===== config.mk =====
export PLATFORM = sky130hd
export DESIGN_NAME = bcd_down_timer
export DESIGN_NICKNAME = d
export VERILOG_FILES = /design/src/rtl/bcd_down_timer.sv
export SDC_FILE = /design/constraint.sdc
export NUM_CORES = 1
export LEC_CHECK = 0
export ABC_AREA = 1
export CORE_MARGIN = 2
export CORE_UTILIZATION = 50
export CTS_CLUSTER_SIZE = 12
export DETAILED_ROUTE_END_ITERATION = 12
export HOLD_SLACK_MARGIN = 0.1
export PLACE_DENSITY = 0.85
export SKIP_LAST_GASP = 1
export SYNTH_ARGS = -nofsm -noshare
export SYNTH_HDL_FRONTEND = slang
export SYNTH_SLANG_ARGS = --single-unit

===== constraint.sdc =====
create_clock -name clk_d -period 2.6 [get_ports clk_d]
set_input_delay 0.26 -clock clk_d [delete_from_list [all_inputs] [get_ports clk_d]]
set_output_delay 0.26 -clock clk_d [all_outputs]
set_load 0.01 [all_outputs]

===== src/rtl/bcd_down_timer.sv =====
// Multi-digit BCD countdown timer with push start/pause/resume control.
// A push pulse starts, pauses and resumes the count. The count stops at zero,
// or reloads when the build defines TIMER_AUTORELOAD_EN.
// count, done and the state behind running/LEDs are all held in registers.
module bcd_down_timer #(
  parameter int unsigned         DIGITS   = 2,
  parameter logic [4*DIGITS-1:0] INIT_VAL = 'h30,
  parameter int unsigned         TICK_DIV = 1,
  parameter int unsigned         LED_W    = 16
) (
  input  logic                clk_d,
  input  logic                rst,
  input  logic                push,
  input  logic                load,
  input  logic [4*DIGITS-1:0] load_val,
  output logic [4*DIGITS-1:0] count,
  output logic                running,
  output logic                done,
  output logic [LED_W-1:0]    LEDs
);

  localparam int unsigned CW = 4 * DIGITS;
  localparam int unsigned PW = (TICK_DIV > 1) ? $clog2(TICK_DIV) : 1;
  localparam logic [PW-1:0] PRE_LAST = PW'(TICK_DIV - 1);

  typedef enum logic [1:0] {StIdle, StRun, StPause, StDone} state_e;

  state_e        state_q, state_d;
  logic [CW-1:0] count_q, count_d;
  logic [CW-1:0] reload_q, reload_d;
  logic [PW-1:0] pre_q, pre_d;
  logic          done_q, done_d;
  logic [CW-1:0] load_clamped;
  logic [CW-1:0] count_dec;
  logic          count_zero;
  logic          dec_zero;

  // Clamp each loaded digit to 9 so count and reload_reg always hold valid BCD.
  always_comb begin
    load_clamped = '0;
    for (int i = 0; i < int'(DIGITS); i++) begin
      load_clamped[4*i +: 4] = (load_val[4*i +: 4] > 4'd9) ? 4'd9 : load_val[4*i +: 4];
    end
  end

  // BCD borrow chain from digit0. A 0 digit becomes 9 and passes the borrow on.
  always_comb begin
    logic borrow;
    borrow    = 1'b1;
    count_dec = count_q;
    for (int i = 0; i < int'(DIGITS); i++) begin
      if (borrow) begin
        if (count_q[4*i +: 4] == 4'd0) begin
          count_dec[4*i +: 4] = 4'd9;
        end else begin
          count_dec[4*i +: 4] = count_q[4*i +: 4] - 4'd1;
          borrow              = 1'b0;
        end
      end
    end
  end

  assign count_zero = (count_q == '0);
  assign dec_zero   = (count_dec == '0);

  // Next state. Priority is load, then push, then prescaler tick.
  always_comb begin
    state_d  = state_q;
    count_d  = count_q;
    reload_d = reload_q;
    pre_d    = pre_q;
    done_d   = 1'b0;
    if (load) begin
      count_d  = load_clamped;
      reload_d = load_clamped;
      state_d  = StIdle;
      pre_d    = '0;
    end else if (push) begin
      unique case (state_q)
        StIdle: begin
          pre_d = '0;
          if (count_zero) begin
            state_d = StDone;
            done_d  = 1'b1;
          end else begin
            state_d = StRun;
          end
        end
        StRun:   state_d = StPause;  // prescaler held; a coinciding tick is dropped
        StPause: state_d = StRun;
        StDone: begin
          state_d = StIdle;
          count_d = reload_q;
        end
        default: state_d = StIdle;
      endcase
    end else if (state_q == StRun) begin
      if (pre_q == PRE_LAST) begin
        pre_d = '0;
        if (dec_zero || count_zero) begin
          done_d = 1'b1;
`ifdef TIMER_AUTORELOAD_EN
          count_d = reload_q;
`else
          count_d = '0;
          state_d = StDone;
`endif
        end else begin
          count_d = count_dec;
        end
      end else begin
        pre_d = pre_q + 1'b1;
      end
    end
  end

  // State registers with synchronous active-low reset.
  always_ff @(posedge clk_d) begin
    if (!rst) begin
      state_q  <= StIdle;
      count_q  <= INIT_VAL;
      reload_q <= INIT_VAL;
      pre_q    <= '0;
      done_q   <= 1'b0;
    end else begin
      state_q  <= state_d;
      count_q  <= count_d;
      reload_q <= reload_d;
      pre_q    <= pre_d;
      done_q   <= done_d;
    end
  end

  assign count   = count_q;
  assign done    = done_q;
  assign running = (state_q == StRun);
  assign LEDs    = {LED_W{state_q == StDone}};

endmodule

After elaboration in Yosys (flattened, before gate mapping). Cells that the tools add are included.

$add $sub $neg: 3. Reductions and logical operators: 13. Equal/unequal tests: 7. Bitwise gates (word level): 1. Mux-type cells: 28. Magnitude comparators: 2.

Operators with widths (number): two-way mux 8 bit (6); two-way mux 4 bit (5); zero test 8 bit (2); two-way mux 1 bit (11); two-way mux 2 bit (5); > comparator 4 bit, second input constant (2); zero test 4 bit (2); case mux 2 bit (4 select lines) (1); subtractor 4 x 1 -> 4 bit, second input constant (2); AND reduction 3 bit (2); equality test 2 bit, second input constant (2); nonzero test 2 bit (2); != test 3 x 1 -> 1 bit, second input constant (1); != test 3 bit, second input constant (1); nonzero test 3 bit (1); equality test 2 x 1 -> 1 bit, second input constant (1); zero test 2 bit (1); != test 2 x 1 -> 1 bit, second input constant (1); != test 2 bit, second input constant (1); AND reduction 2 bit (1); OR reduction 2 bit (1); adder 1 bit, second input constant (1); logical OR 1 bit (1); inverter 1 bit (1).

Register bits after elaboration: 20. Output and inout bits: 26. Input bits: 12. Logic and storage cells: 59.

Longest topological paths before layout.
Depth after elaboration: 10. Depth in mapped cells: 11. Gate-level depth less buffers: 11.

Least setup slack after synthesis. No wires, ideal clock.

Kind: register to register. From: register count_q[2] (netlist: count[2]). To: register count_q[4] (netlist: count[4]). Clock period less this slack: 1335 ps. Path buffers: 0. Cell stages (with the launch flop): 11. Library setup time: 115 ps. Data required time: 2485 ps. Slack: 1265 ps. Arrival time: 1220 ps. Path through: dfxtp_1 > nor2_4 > nand3_2 > nand2_1 > nand3_2 > o21bai_4 > nand2_4 > nand3_2 > nand2_1 > nand2_1 > nand2_1.

Longest elaborated chain between the ends: 10. Elaborated cells on any way between the ends: 13. Classes of those cells: add/sub (1); mux (8); reduce/logical (4).

Ends and longest elaborated chain: start, declared (RTL line 29) `logic [CW-1:0] count_q, count_d;`; start signal, assigned (RTL line 127) `count_q <= count_d;`; parallel branches: the longest is 5 deep, another holds subtractor 4 x 1 -> 4 bit; two-way mux 8 bit (*) (RTL line 100) `if (dec_zero || count_zero) begin`; two-way mux 8 bit (*) (RTL line 98) `if (pre_q == PRE_LAST) begin`; two-way mux 8 bit (*) (RTL line 97) `end else if (state_q == StRun) begin`; two-way mux 8 bit (*) (RTL line 78) `end else if (push) begin`; two-way mux 8 bit (*) (RTL line 73) `if (load) begin`.

Every way passes the cells marked *. The select of a mux whose other input is x is not followed. A chain may end at the register's enable or synchronous reset.

Worst setup path in the final report.
From: register state_q[0]. To: output LEDs[9].

Longest elaborated chain between the ends: 1.

Ends and longest elaborated chain: start, declared (RTL line 28) `state_e state_q, state_d;`; start signal, assigned (RTL line 120) `state_q <= StIdle;`; start signal, assigned (RTL line 126) `state_q <= state_d;`; equality test 2 bit (RTL line 137) `assign LEDs = {LED_W{state_q == StDone}};`; end, declared (RTL line 19) `output logic [LED_W-1:0] LEDs`.

No other way between the ends.

==> metrics <==
worst slew pin tran 0.3733 ns; Avg Vias per Cell 5.502; mean area per synthesized cell 7.200 µm²; PD cells 431.9 nW/µm²; Initial Util 0.5410; Tot Pwr 655.5 µW; largest net degree at the start of global routing 17; Post-CTS Hold Fix Bufs 0; vias in the first global route 1,136; Final Routed Wirelength 2984 µm; Post-synth EDFFs 0; IO Pins 38; fillcell total 197; first-pass GRT wire length 4885 µm; Ys Warns 0; drt first-iter violations 35; worst path required time 2.34 ns; Fmax 505.8 MHz; Port Buffers 37; fin crit period 1.977 ns; CTS Buf Count 3; GR met1 Demand/Resource 0.2744; Slowest cell on crit path clkdlybuf4s50_1; Crit Path Max Fanout 16; initial antenna violation count 0; final period utilization 0.7604; grt met3 use 0.02778; synth-to-layout area growth 23.27%; Final WS setup 0.6229 ns; syn_nets 183; Final Instance Count excl. Fillers 223; clock root buffer clkbuf_4; worst rel slew slack 0.7509; register bit total from synthesis 19; DP HPWL 2328 µm; clock slew at reported path FFs 0.11 ns; GP Congestion 0.8322; TritonRoute pass-1 iters 4; most frequent cell after synthesis nand2_1; WP data arrival 1.72 ns; FFs w/ async S/R, synth 0; Seq/Total Area, Yosys 0.3089; clock sinks 19; MaxCap Viol Count 0; layout cells sized above 1 0.1128; synthesized netlist cell count 171; Die W 53.62 µm; top post-synthesis cells by area dfxtp_1, nand2_1, buf_4; # setup viols final 0; most used routing layer met2; Slew Limit Fails 0; WP buf/inv 2; CP Class reg2out; clk_skew 0.004946 ns; total negative slack 0 ns; Final ANT Viol Nets 0; Distinct cells, synth 28; CTS resizes 0; Remaining DRCs 0; CP startpoint kind register; via count 1,227; final hold vios 0; final net count 208; CP top delay family buffers and inverters; clock latency on the worst-skew pair 0.30 ns; worst min path class reg2reg; total grt overflow 0; critical path, cell by cell nand2_1 > inv_1 > clkdlybuf4s50_1; Die ar. 2875 µm²; core footprint 2276 µm²; ys flop type dfxtp_1; Inst Count DP 219; die height 53.62 µm; drt wl/cell 13.38 µm; unrepaired setup endpoints after global routing no; post-synthesis cell area 1231 µm²; CP endpoint kind output pin; Place WS 0.5572 ns; Peak VDD IR 352.9 µV; GR Layer Usage met2 0.4239; top cells by count, synth nand2_1, dfxtp_1, nor2_1; Static Leak 0.0006115 µW; H-tree levels 1; # Post-CTS Setup Buffers 0; status finished, final reports clean; max incr delay on CP 0.62 ns; post-synth top area share 0.3089; Rows 17; CTS Buffer Depth 2; area leader, netlist dfxtp_1; GRT Util Overall 0.2338; ANT cells 0; CTS tree built
## placed cells by master (no fill, tap or decap)
| cell type | count |
|---|---|
| nor2_4 | 2 |
| clkdlybuf4s50_1 | 37 |
| a31oi_2 | 1 |
| nand2_2 | 1 |
| nand2_4 | 2 |
| clkbuf_1 | 1 |
| nand3_2 | 3 |
| a21oi_1 | 16 |
| o21ai_0 | 13 |
| a221oi_1 | 1 |
| buf_4 | 4 |
| dfxtp_1 | 19 |
| nor2_2 | 1 |
| nand4_1 | 3 |
| or2_1 | 1 |
| o21bai_4 | 1 |
| clkbuf_4 | 3 |
| nor3_1 | 1 |
| nand2_1 | 33 |
| nand3_1 | 8 |
| a211oi_1 | 2 |
| nor3_2 | 1 |
| nor2_1 | 18 |
| o21ai_1 | 1 |
| inv_1 | 16 |
| a31oi_1 | 3 |
| a21oi_2 | 2 |
| a221oi_2 | 1 |
## final timing paths
check / cells past startpoint / slack, ns / endpoint / startpoint
setup / recovery: 3 / 0.62 / LEDs[9] / state_q[0]
hold / removal: 2 / 0.48 / reload_q[3] / reload_q[3]
setup reg to reg: 5 / 1.10 / count[1] / state_q[1]
hold reg to reg: 2 / 0.48 / reload_q[3] / reload_q[3]
## metrics by stage
| step | hold slack, ns | util | instance area, µm² |
|---|---|---|---|
| 2_1_floorplan | 0.3289 | - | 1231 |
| 3_3_place_gp | 0.4447 | 0.6553 | 1491 |
| 3_5_place_dp | 0.4615 | 0.6553 | 1491 |
| 4_1_cts | 0.4823 | 0.6669 | 1518 |
| 5_1_grt | 0.5288 | 0.6669 | 1518 |
| 6_report | 0.4816 | 0.6669 | 1518 |
## layer usage
metal  vias up  part of all wire
li1        602                 -
met1       562              0.41
met2        58              0.51
met4         0             0.015
met3         5             0.063
met5         -                 0
## sequential cells by signal, indices dropped and copies added (netlist names)
register and flops:
reload_q 8, state_q 2, count 8, done 1
## cell families after synthesis
| family | synth area share |
|---|---|
| AND/OR/NAND/NOR | 0.2917 |
| AO/OA/AOI/OAI | 0.2083 |
| buffers and inverters | 0.1911 |
| flip-flops | 0.3089 |
## tightest hold or removal path: cells and delay by family (launching register included)
family,cells,cell delay [ns]
flops,1,0.31
simple gates,1,0.07
compound gates,1,0.06
## layout make-up
cell class / instances / area (µm²) / share of cell area
Multi-Input combinational cell: 115 / 615.6 / 0.4056
Timing Repair Buffer: 41 / 400.4 / 0.2638
Sequential cell: 19 / 380.4 / 0.2506
Inverter: 16 / 60.06 / 0.03957
Tap cell: 28 / 35.03 / 0.02308
Clock buffer: 4 / 26.28 / 0.01731
## report_power, final
part           total (µW)  internal, µW  leakage [µW]  switching [µW]
sequential            328           310      0.000157            18.6
combinational         174          76.2      0.000440            97.9
clock                 153          59.9     0.0000150            93.2
Note: power is estimated with default switching activity, not from simulation.
